## config.mk

```make
export PLATFORM = sky130hd
export DESIGN_NAME = decade_seq_ctrl
export DESIGN_NICKNAME = d
export VERILOG_FILES = /design/src/rtl/decade_seq_ctrl.sv
export SDC_FILE = /design/constraint.sdc
export NUM_CORES = 1
export LEC_CHECK = 0
export BUFFER_PORTS_ARGS = -buffer_cell sky130_fd_sc_hd__buf_2
export CORE_MARGIN = 2
export CORE_UTILIZATION = 52
export CTS_BUF_LIST = sky130_fd_sc_hd__clkbuf_8
export DETAILED_ROUTE_END_ITERATION = 8
export PLACE_DENSITY_LB_ADDON = 0.2
export SLEW_MARGIN = 0
export SYNTH_ARGS = -nofsm -noshare
export SYNTH_HDL_FRONTEND = slang
export SYNTH_SLANG_ARGS = --single-unit
```

## constraint.sdc

```tcl
create_clock -name clk_in -period 2.7 [get_ports clk_in]
set_clock_uncertainty 0.2 [all_clocks]
set_input_delay 0.405 -clock clk_in [delete_from_list [all_inputs] [get_ports clk_in]]
set_output_delay 0.405 -clock clk_in [all_outputs]
set_load 0.01 [all_outputs]
```

## src/rtl/decade_seq_ctrl.sv

```systemverilog
// Stopwatch / event-count sequencer: prescaled tick, rippled BCD digits,
// start/stop/clear command FSM and terminal-count detection.
`timescale 1ns/1ps
module decade_seq_ctrl #(
    parameter int DIGITS   = 4,
    parameter int PRESCALE = 5
) (
    input  logic                clk_in,
    input  logic                reset,
    input  logic                start,
    input  logic                stop,
    input  logic                clear,
    input  logic [4*DIGITS-1:0] target,
    output logic [4*DIGITS-1:0] bcd_out,
    output logic                tick_out,
    output logic                running,
    output logic                done,
    output logic                overflow
);

    localparam int CW = 4 * DIGITS;
    localparam int PW = (PRESCALE > 1) ? $clog2(PRESCALE) : 1;
    localparam logic [PW-1:0] PSC_MAX = PW'(PRESCALE - 1);

    typedef enum logic [1:0] {S_IDLE, S_RUN, S_PAUSE, S_DONE} state_t;

    state_t        state_q, state_d;
    logic [PW-1:0] psc_q, psc_d;
    logic [CW-1:0] cnt_q, cnt_d, inc_cnt;
    logic          carry, tgt_ok;
    logic          tick_q, tick_d, done_q, done_d, ovf_q, ovf_d, run_q;

    // Ripple increment; carry out of the top digit means all digits were 9.
    always_comb begin
        carry   = 1'b1;
        inc_cnt = cnt_q;
        for (int d = 0; d < DIGITS; d++) begin
            if (carry) begin
                if (cnt_q[4*d +: 4] == 4'd9) begin
                    inc_cnt[4*d +: 4] = 4'd0;
                end else begin
                    inc_cnt[4*d +: 4] = cnt_q[4*d +: 4] + 4'd1;
                    carry             = 1'b0;
                end
            end
        end
    end

    // A zero target or one holding a non-BCD digit can never be reached.
    always_comb begin
        tgt_ok = (target != '0);
        for (int d = 0; d < DIGITS; d++) begin
            if (target[4*d +: 4] > 4'd9) tgt_ok = 1'b0;
        end
    end

    always_comb begin
        state_d = state_q;
        psc_d   = psc_q;
        cnt_d   = cnt_q;
        tick_d  = 1'b0;
        done_d  = 1'b0;
        ovf_d   = 1'b0;
        if (clear) begin
            state_d = S_IDLE;
            psc_d   = '0;
            cnt_d   = '0;
        end else begin
            case (state_q)
                S_IDLE: begin
                    if (start && !stop) begin
                        state_d = S_RUN;
                        psc_d   = '0;
                    end
                end
                S_RUN: begin
                    // stop freezes everything, including a tick due this cycle
                    if (stop) begin
                        state_d = S_PAUSE;
                    end else if (psc_q == PSC_MAX) begin
                        psc_d  = '0;
                        cnt_d  = inc_cnt;
                        tick_d = 1'b1;
                        ovf_d  = carry;
                        if (tgt_ok && (inc_cnt == target)) begin
                            state_d = S_DONE;
                            done_d  = 1'b1;
                        end
                    end else begin
                        psc_d = psc_q + 1'b1;
                    end
                end
                S_PAUSE: begin
                    if (start && !stop) state_d = S_RUN;
                end
                S_DONE: begin
                    if (start && !stop) begin
                        state_d = S_RUN;
                        psc_d   = '0;
                        cnt_d   = '0;
                    end
                end
                default: state_d = S_IDLE;
            endcase
        end
    end

    always_ff @(posedge clk_in or negedge reset) begin
        if (!reset) begin
            state_q <= S_IDLE;
            psc_q   <= '0;
            cnt_q   <= '0;
            tick_q  <= 1'b0;
            done_q  <= 1'b0;
            ovf_q   <= 1'b0;
            run_q   <= 1'b0;
        end else begin
            state_q <= state_d;
            psc_q   <= psc_d;
            cnt_q   <= cnt_d;
            tick_q  <= tick_d;
            done_q  <= done_d;
            ovf_q   <= ovf_d;
            run_q   <= (state_d == S_RUN);
        end
    end

    assign bcd_out  = cnt_q;
    assign tick_out = tick_q;
    assign running  = run_q;
    assign done     = done_q;
    assign overflow = ovf_q;

endmodule

```

# Word level (Yosys, flattened, before mapping)
# Cells that the tools add are included.
# classes
n_addsub	5
order_cmp	4
n_eq_ne	14
n_mux	47
n_reduce_logical	11
# op_table
cell	count
$mux 16	4
$pmux 16 s2	1
$mux 4	7
$mux 1	24
$add 4x1->4 const B	4
$eq 16x16->1	1
$eq 4x4->1 const B	4
$gt 4x4->1 const B	4
$reduce_bool 16->1	1
$mux 3	4
$mux 2	5
$ne 3x3->1 const B	3
$pmux 3 s2	1
$reduce_bool 3->1	2
$eq 2x1->1 const B	2
$eq 2x2->1 const B	2
$pmux 2 s2	1
$reduce_and 4->1	1
$add 3x1->3 const B	1
$eq 3x3->1 const B	1
$ne 3x1->1 const B	1
$reduce_and 3->1	1
$reduce_or 3->1	1
$logic_and 1x1->1	2
other kinds (3)	3
# totals
regBits	25
inputBits	21
wordCells	88

# Longest topological paths before layout
# Gate-level depths: netlist (run 1).
# logic_depth
depth_word	13
mapped_depth	11
mapped_depth_nobuf	10

# Least setup slack after synthesis (run 1)
# Ideal clock, no wire load.
# synth_path
kind	reg2reg
from	register cnt_q[5], in the netlist bcd_out[5]
to	register run_q, in the netlist running
setup_ns	0.124
arrival_time_ns	2.575
required_ns	2.376
path_slack_ns	-0.200
stages_incl_launch_ff	12
period_less_slack_ns	2.900
cell_sequence	dfrtp_1 -> inv_1 -> ha_1 -> and3b_1 -> buf_4 -> nor3_1 -> or3_1 -> a2111o_1 -> a2111oi_4 -> nand4_2 -> a211oi_2 -> nor2b_1
# synth_between
elab_chain_len	13
elab_cells_between_ends	17
classes_between	add/sub: 1; eq/ne: 3; mux: 12; reduce/logical: 1
# synth_rtl
item	line	text
from (decl)	29	logic [CW-1:0] cnt_q, cnt_d, inc_cnt;
from (signal assigned)	120	cnt_q <= cnt_d;
$eq 4x4->1	39	if (cnt_q[4*d +: 4] == 4'd9) begin
$mux 1	39	
$mux 1 (2 in series)	38	if (carry) begin
$mux 4	38	
$eq 16x16->1 (*)	85	if (tgt_ok && (inc_cnt == target)) begin
$logic_and 1x1->1 (*)	85	
$mux 2 (*)	85	
$mux 2 (*)	80	end else if (psc_q == PSC_MAX) begin
$mux 2 (*)	78	if (stop) begin
$pmux 2 s2 (*)	69	case (state_q)
$mux 2 (*)	64	if (clear) begin
net state_d[1]	27	state_t state_q, state_d;
$eq 2x1->1 (*)	124	run_q <= (state_d == S_RUN);
to (signal assigned)	124	
to (decl)	31	logic tick_q, tick_d, done_q, done_d, ovf_q, ovf_d, run_q;
# Mark *: on every way through the listed nets, which the timed path passes. The rest lies on a longest branch.
# A chain may end at the register's enable or synchronous reset.

# Worst setup path after layout (run 1)
# Same ends and word-level chain as after synthesis.

==> results of run 1 <==
[placed cells by master, fill, tap and decap left out, types with 8 or more instances in the layout]
cell      n
buf_2    40
buf_4    32
dfrtp_1  21
o21ai_0  19
nor2_1   17
nand2_1  17
inv_1    13
a21oi_1  13
xnor2_1   9
nor4_1    8
ha_1      8
[area by class of cell]
type / count / area, um^2 / area share, %
inverter: 13 / 48.80 / 1.872
sequential: 25 / 630.6 / 24.20
clock buffer: 3 / 41.29 / 1.584
multi-input combinational: 188 / 1360 / 52.18
timing repair buffer: 74 / 461.7 / 17.71
tap: 48 / 60.06 / 2.304
clock inverter: 1 / 3.754 / 0.1440
[flip-flops by register name (all words and copies together), names as in the netlist]
name	count
state_q	2
done	1
overflow	1
tick_out	1
bcd_out	16
running	1
psc_q	3
[through the flow]
stage	setup slack [ps]	hold slack [ps]	util (%)
floorplan	3.651	-90.59	-
global placement	8.841	219.8	67.08
detailed placement	-71.16	226.9	67.08
CTS	-70.95	267.5	69.05
global route	-279.3	284.8	69.62
finish	-57.16	273.7	69.62
[cell usage after synthesis (2+ instances only)]
cell type	n
or3_1	2
nand3b_1	2
xor2_1	4
and3b_1	4
nor3b_1	2
o2bb2ai_1	2
a22o_1	5
nor2b_1	5
or2_2	2
and3_1	2
nor4_1	8
buf_6	2
nand3_1	6
a21o_1	4
a21oi_1	13
nand2b_1	5
a211oi_1	2
xnor2_1	9
dfrtp_1	25
o31ai_1	3
o21ai_0	19
mux2i_1	5
o41ai_1	6
inv_1	13
ha_1	11
nand4_1	2
o22ai_1	4
clkbuf_1	5
o211ai_1	2
nor2_1	17
nand2_1	17
nor3_1	2
buf_4	3
[how the worst max path moves through the flow]
stage                            startpoint                end  slack (ps)
floorplan           bcd_out[12]$_DFFE_PN0P_  running$_DFF_PN0_           4
global placement    bcd_out[12]$_DFFE_PN0P_  running$_DFF_PN0_           9
detailed placement  bcd_out[12]$_DFFE_PN0P_  running$_DFF_PN0_         -70
CTS                  bcd_out[5]$_DFFE_PN0P_  running$_DFF_PN0_         -70
global route         bcd_out[9]$_DFFE_PN0P_  running$_DFF_PN0_        -280
finish               bcd_out[5]$_DFFE_PN0P_  running$_DFF_PN0_         -60
[power groups by stage]
stage / clock network [W] / registers [W] / logic, W
floorplan: 0 / 0.000391 / 0.0000556
global placement: 0 / 0.000391 / 0.000106
detailed placement: 0 / 0.000391 / 0.000109
CTS: 0.000232 / 0.000383 / 0.000111
global route: 0.000249 / 0.000384 / 0.000123
finish: 0.000226 / 0.000384 / 0.000112
[worst reg2reg max path: stages, from the launching register on]
cell,delay [ps]
dfrtp_2,420
inv_2,80
ha_4,130
nand3b_1,90
buf_6,150
nor3_4,320
o32ai_2,160
a2111o_1,350
a2111oi_4,250
nand4_2,180
a211oi_2,260
nor2b_1,70
[routing by layer]
layer	track usage (%)	up-vias	wire (um)
met5	0	-	0
met4	8.418	0	88
met3	2.534	7	308
met2	42.33	69	2542
met1	36.02	969	2399
li1	-	1025	-
[kinds of logic after synthesis]
kind of cell	synth area share, %
and+or+nand+nor	23.53
AOI/OAI and AO/OA	25.95
DFF	30.25
buffers and inverters	5.686
xor gates and xnor gates	5.505
adders and majority gates	6.654
muxes	2.420
[repair_timing]
action	in CTS	in global routing
hold endpoints to repair	25	0
hold buffers	1	0
buffers inserted	1	0
gates resized for setup	3	5
pin swaps	2	1
endpoints found under the setup margin	2	7
==> flow_summary.toml, run 1 <==
[floorplanning]
core_area_mm2 = 0.003744
io_pins = 41
die_h_um = 67.07
die_area_mm2 = 0.004498
placementRows = 22
die_x_um = 67.07
start_util_pct = 55.25

[timing]
grt_setup_unrepaired = "true"
slew_viol_final = 0
slew_headroom_pct = 53.12
period_needed_ps = 2757
layout_worst_path_cycle_share_pct = 102.1
setup_ws_ps = -57.16
setup_violations = 1
fmax_mhz = 362.7
worst_pin_slew_ps = 700.5
tns_ps = -57.16
hold_viol_final = 0

[logic_synthesis]
synth_seq_cells = 25
ys_top_cells_by_area = "dfrtp_1 (30%), ha_1 (6.7%), o21ai_0 (4.6%)"
syn_area_mm2 = 0.002068
postSynthAreaPerCell_um2 = 8.727
yosys_warnings = 0
synth.distinct_cells = 57
synth_flop_cell = "dfrtp_1"
seq_area_frac_synth_pct = 30.25
synth_top_cell_by_area = "dfrtp_1"
synth.top_cell.area_share_pct = 30.25
synthCells = 237
synth_nets = 269
synthArstFlopShare_pct = 100.0
synth_edf_count = 0

[pwr]
p_sw_w = 0.0001940
ir_drop_uv = 180.5
combPwrFrac_pct = 15.5
p_per_area_mw_per_mm2 = 276.7
leakagePower_nw = 1.219
p_int_w = 0.0005271
p_sw_share_pct = 26.90
seq_power_share_pct = 53.2
finalPower_w = 0.0007211
clockPowerShare_pct = 31.3

[cells_and_area]
area_growth_pct = 26.01
drive_above_1_share_pct = 31.91
stdcell_count = 352
final_area_mm2 = 0.002606
nets = 337
n_antenna_cell = 0
fillers = 309

[global_route]
grt_max_degree = 26
overflow = 0
grt_pass1_wl_mm = 8.852
antenna_found_initial = 0
grt_usage_pct = 26.04
grt_pass1_vias = 1890

[cts]
cts.sinks = 25
cts_buffer_depth = 2
h-tree-depth = 1
clk_pin_slew_worst_paths_ps = 90
cts.root.buffer_cell = "clkbuf_8"
cts_tree = "yes"
cts_made_buffers = 3
clock_latency_ps = 280

[drt]
via_count = 2070
avgRoutedWirePerCell_um = 15.16
drt_iter0_markers = 140
drtAntennaViolNets = 0
routed_wl_mm = 5.338
drt-vias-per-instance = 5.881
drt-pass1-iter-count = 4
drc = 0

[placed_design]
postPlaceCellArea_mm2 = 0.002511
dp.cells = 346
dp_hpwl_mm = 4.164
place_congestion = 0.9776
io_buffers = 40

[critical_path]
r2r_setup_slack_ps = -60
endpoint_kind = "flip-flop"
arrival_ps = 2720
required_ps = 2660
crit_chain = "inv_2 > ha_4 > nand3b_1 > buf_6 > nor3_4 > o32ai_2 > a2111o_1 > a2111oi_4 > nand4_2 > a211oi_2 > nor2b_1"
rr_endpoint = "running$_DFF_PN0_"
reg2reg_depth = 11
worstReg2RegStart = "bcd_out[5]$_DFFE_PN0P_"
critPathLaunchType = "flip-flop"
worst-path-buf-inv = 2
cpLargestDelayFamily = "compound AO/OA/AOI/OAI gates"
worst-path-max-fanout = 8
cp_slowest_cell = "dfrtp_2"
crit_type = "reg2reg"
crit_cells = 11
critPathMaxStageDelay_ps = 420

[job]
cap_violations = 0

[hold_path]
hold_path_depth = 3
min_from = "clear"
hold_class = "in2reg"
hold_end = "state_q[1]$_DFF_PN0_"

[run_status]
status = "complete, but fails checks"
violations = "setup timing"
(Power assumes the default switching activity.)
==> inputs of run 2 (changes only) <==
- CORE_UTILIZATION: 52 -> 30
==> run 2 against run 1 <==
The run still ends with setup timing left. Clock-buffer cell count did not move. Die area up 68%. Core utilization decreased by 28 points. Register-to-register slack better by 30 ps. Global-route usage shrank 10 points. Non-clock buffer count rose by 13. Via count is 3.6% higher. Critical path depth is 1 lower. Fmax rose by 1.1%. Sequential power is essentially flat.
==> flow_summary.toml, run 2 (same netlist as run 1, synthesis figures left out) <==
[pwr]
seq_power_share_pct = 51.7
p_int_w = 0.0005326
clockPowerShare_pct = 32.8
combPwrFrac_pct = 15.5
p_per_area_mw_per_mm2 = 262.9
p_sw_share_pct = 28.36
leakagePower_nw = 1.295
p_sw_w = 0.0002108
ir_drop_uv = 158.2

[placed_design]
dp.cells = 388
dp_hpwl_mm = 4.714
io_buffers = 40
postPlaceCellArea_mm2 = 0.002626
place_congestion = 0.8491

[global_route]
grt_pass1_wl_mm = 9.494
grt_pass1_vias = 1954
grt_usage_pct = 15.90
grt_max_degree = 26
overflow = 0
antenna_found_initial = 0

[cts]
cts_made_buffers = 3
h-tree-depth = 1
cts.root.buffer_cell = "clkbuf_8"
clock_latency_ps = 280
clk_pin_slew_worst_paths_ps = 100
cts_buffer_depth = 2
cts_tree = "yes"
cts.sinks = 25

[cells_and_area]
largest_reg_flops = 16
drive_above_1_share_pct = 38.80
layout_commonest_cell = "buf_4"
layout_common_cells = "buf_4 (44), buf_2 (40), dfrtp_1 (21)"
n_antenna_cell = 0
final_area_mm2 = 0.002828
fillers = 671
nets = 350
area_growth_pct = 36.72
stdcell_count = 397

[timing]
setup_ws_ps = -28.40
layout_worst_path_cycle_share_pct = 101.1
fmax_mhz = 366.5
period_needed_ps = 2728
worst_pin_slew_ps = 721.7
hold_viol_final = 0
setup_violations = 1
slew_viol_final = 0
slew_headroom_pct = 51.71
grt_setup_unrepaired = "true"

[critical_path]
cp_slowest_cell = "dfrtp_2"
crit_type = "reg2reg"
worst-path-max-fanout = 4
arrival_ps = 2700
endpoint_kind = "flip-flop"
required_ps = 2680
critPathMaxStageDelay_ps = 420
crit_chain = "inv_2 > ha_4 > and3b_2 > nor3_2 > or3_1 > a2111o_1 > a2111oi_4 > nand4_4 > a211oi_2 > nor2b_1"
critPathLaunchType = "flip-flop"

[floorplanning]
die_h_um = 87.03
placementRows = 30
die_area_mm2 = 0.007574
die_x_um = 87.03
io_pins = 41
core_area_mm2 = 0.006719
start_util_pct = 30.78

[drt]
drt-vias-per-instance = 5.403
drc = 0
drt-pass1-iter-count = 4
via_count = 2145
drt_iter0_markers = 57
avgRoutedWirePerCell_um = 15.28
drtAntennaViolNets = 0
wl_met1_mm = 2.871
routed_wl_mm = 6.068
met3_length_um = 186
wl_met2_mm = 2.907
top_layer_used = "met4"

[run_status]
violations = "setup timing"
status = "complete, but fails checks"

[job]
cap_violations = 0

[hold_path]
hold_class = "in2reg"
run 2: cell count changes in the layout (fill, tap and decap cells not counted), sizes merged:
cell,before,now
clkinvlp,0,1
inv,14,13
buf,73,86
run 2: path summary, 6_finish.rpt:
check | start | to | slack, ps | depth (start not counted)
worst max-delay path | bcd_out[5]$_DFFE_PN0P_ | running$_DFF_PN0_ | -30 | 10
worst min-delay path | clear | state_q[1]$_DFF_PN0_ | 290 | 3
worst max register to register | bcd_out[5]$_DFFE_PN0P_ | running$_DFF_PN0_ | -30 | 10
worst min register to register | psc_q[1]$_DFFE_PN0P_ | psc_q[1]$_DFFE_PN0P_ | 330 | 2
max in group asynchronous | reset | bcd_out[12]$_DFFE_PN0P_ | 1450 | 2
min in group asynchronous | reset | psc_q[2]$_DFFE_PN0P_ | 440 | 2
run 2: power groups by stage:
stage / logic [W] / clock network [W] / registers [W]
floorplan: 0.0000556 / 0 / 0.000391
global placement: 0.000111 / 0 / 0.000391
detailed placement: 0.000111 / 0 / 0.000391
CTS: 0.000114 / 0.000247 / 0.000384
global route: 0.000129 / 0.000263 / 0.000385
finish: 0.000115 / 0.000244 / 0.000384
run 2: layer usage:
layer	up-vias	GRT usage [%]
met5	-	0
met4	0	5.540
met3	8	1.991
met2	39	25.95
met1	1047	21.60
li1	1051	-
run 2: per-stage QoR:
stage	power (W)	hold WS, ps	worst slack, ps	utilization [%]	setup TNS (ps)
floorplan	0.0004466	-90.59	3.651	-	0
global placement	0.0005020	243.6	-102.5	39.09	-107.7
detailed placement	0.0005026	245.2	-148.3	39.09	-216.8
CTS	0.0007443	289.3	-59.44	40.04	-59.44
global route	0.0007765	294.8	-131.5	42.09	-233.3
finish	0.0007434	290.1	-28.40	42.09	-28.40
run 2: area by class of cell:
| type | instances | area (um^2) | area share (%) |
|---|---|---|---|
| Tap cell | 80 | 100.1 | 3.540 |
| Timing Repair Buffer | 87 | 563.0 | 19.91 |
| Inverter | 13 | 48.80 | 1.726 |
| Clock buffer | 3 | 41.29 | 1.460 |
| Multi-Input combinational cell | 188 | 1436 | 50.80 |
| Sequential cell | 25 | 630.6 | 22.30 |
| Clock inverter | 1 | 7.507 | 0.2655 |
run 2: worst max-delay path: cells and delay by family (launching register included):
family / cells / cell delay [ps]
flip-flops: 1 / 420
adder cells (fa/ha/maj): 1 / 130
buffers and inverters: 1 / 80
AND/OR/NAND/NOR: 5 / 850
AO/OA/AOI/OAI: 3 / 940
run 2: what timing repair did:
| item | CTS | global route |
|---|---|---|
| endpoints found under the setup margin | 3 | 4 |
| pin swaps | 0 | 6 |
| endpoints found under the hold margin | 25 | 0 |
| gates resized for setup | 1 | 25 |
| buffers inserted | 0 | 4 |
| hold buffers | 1 | 0 |
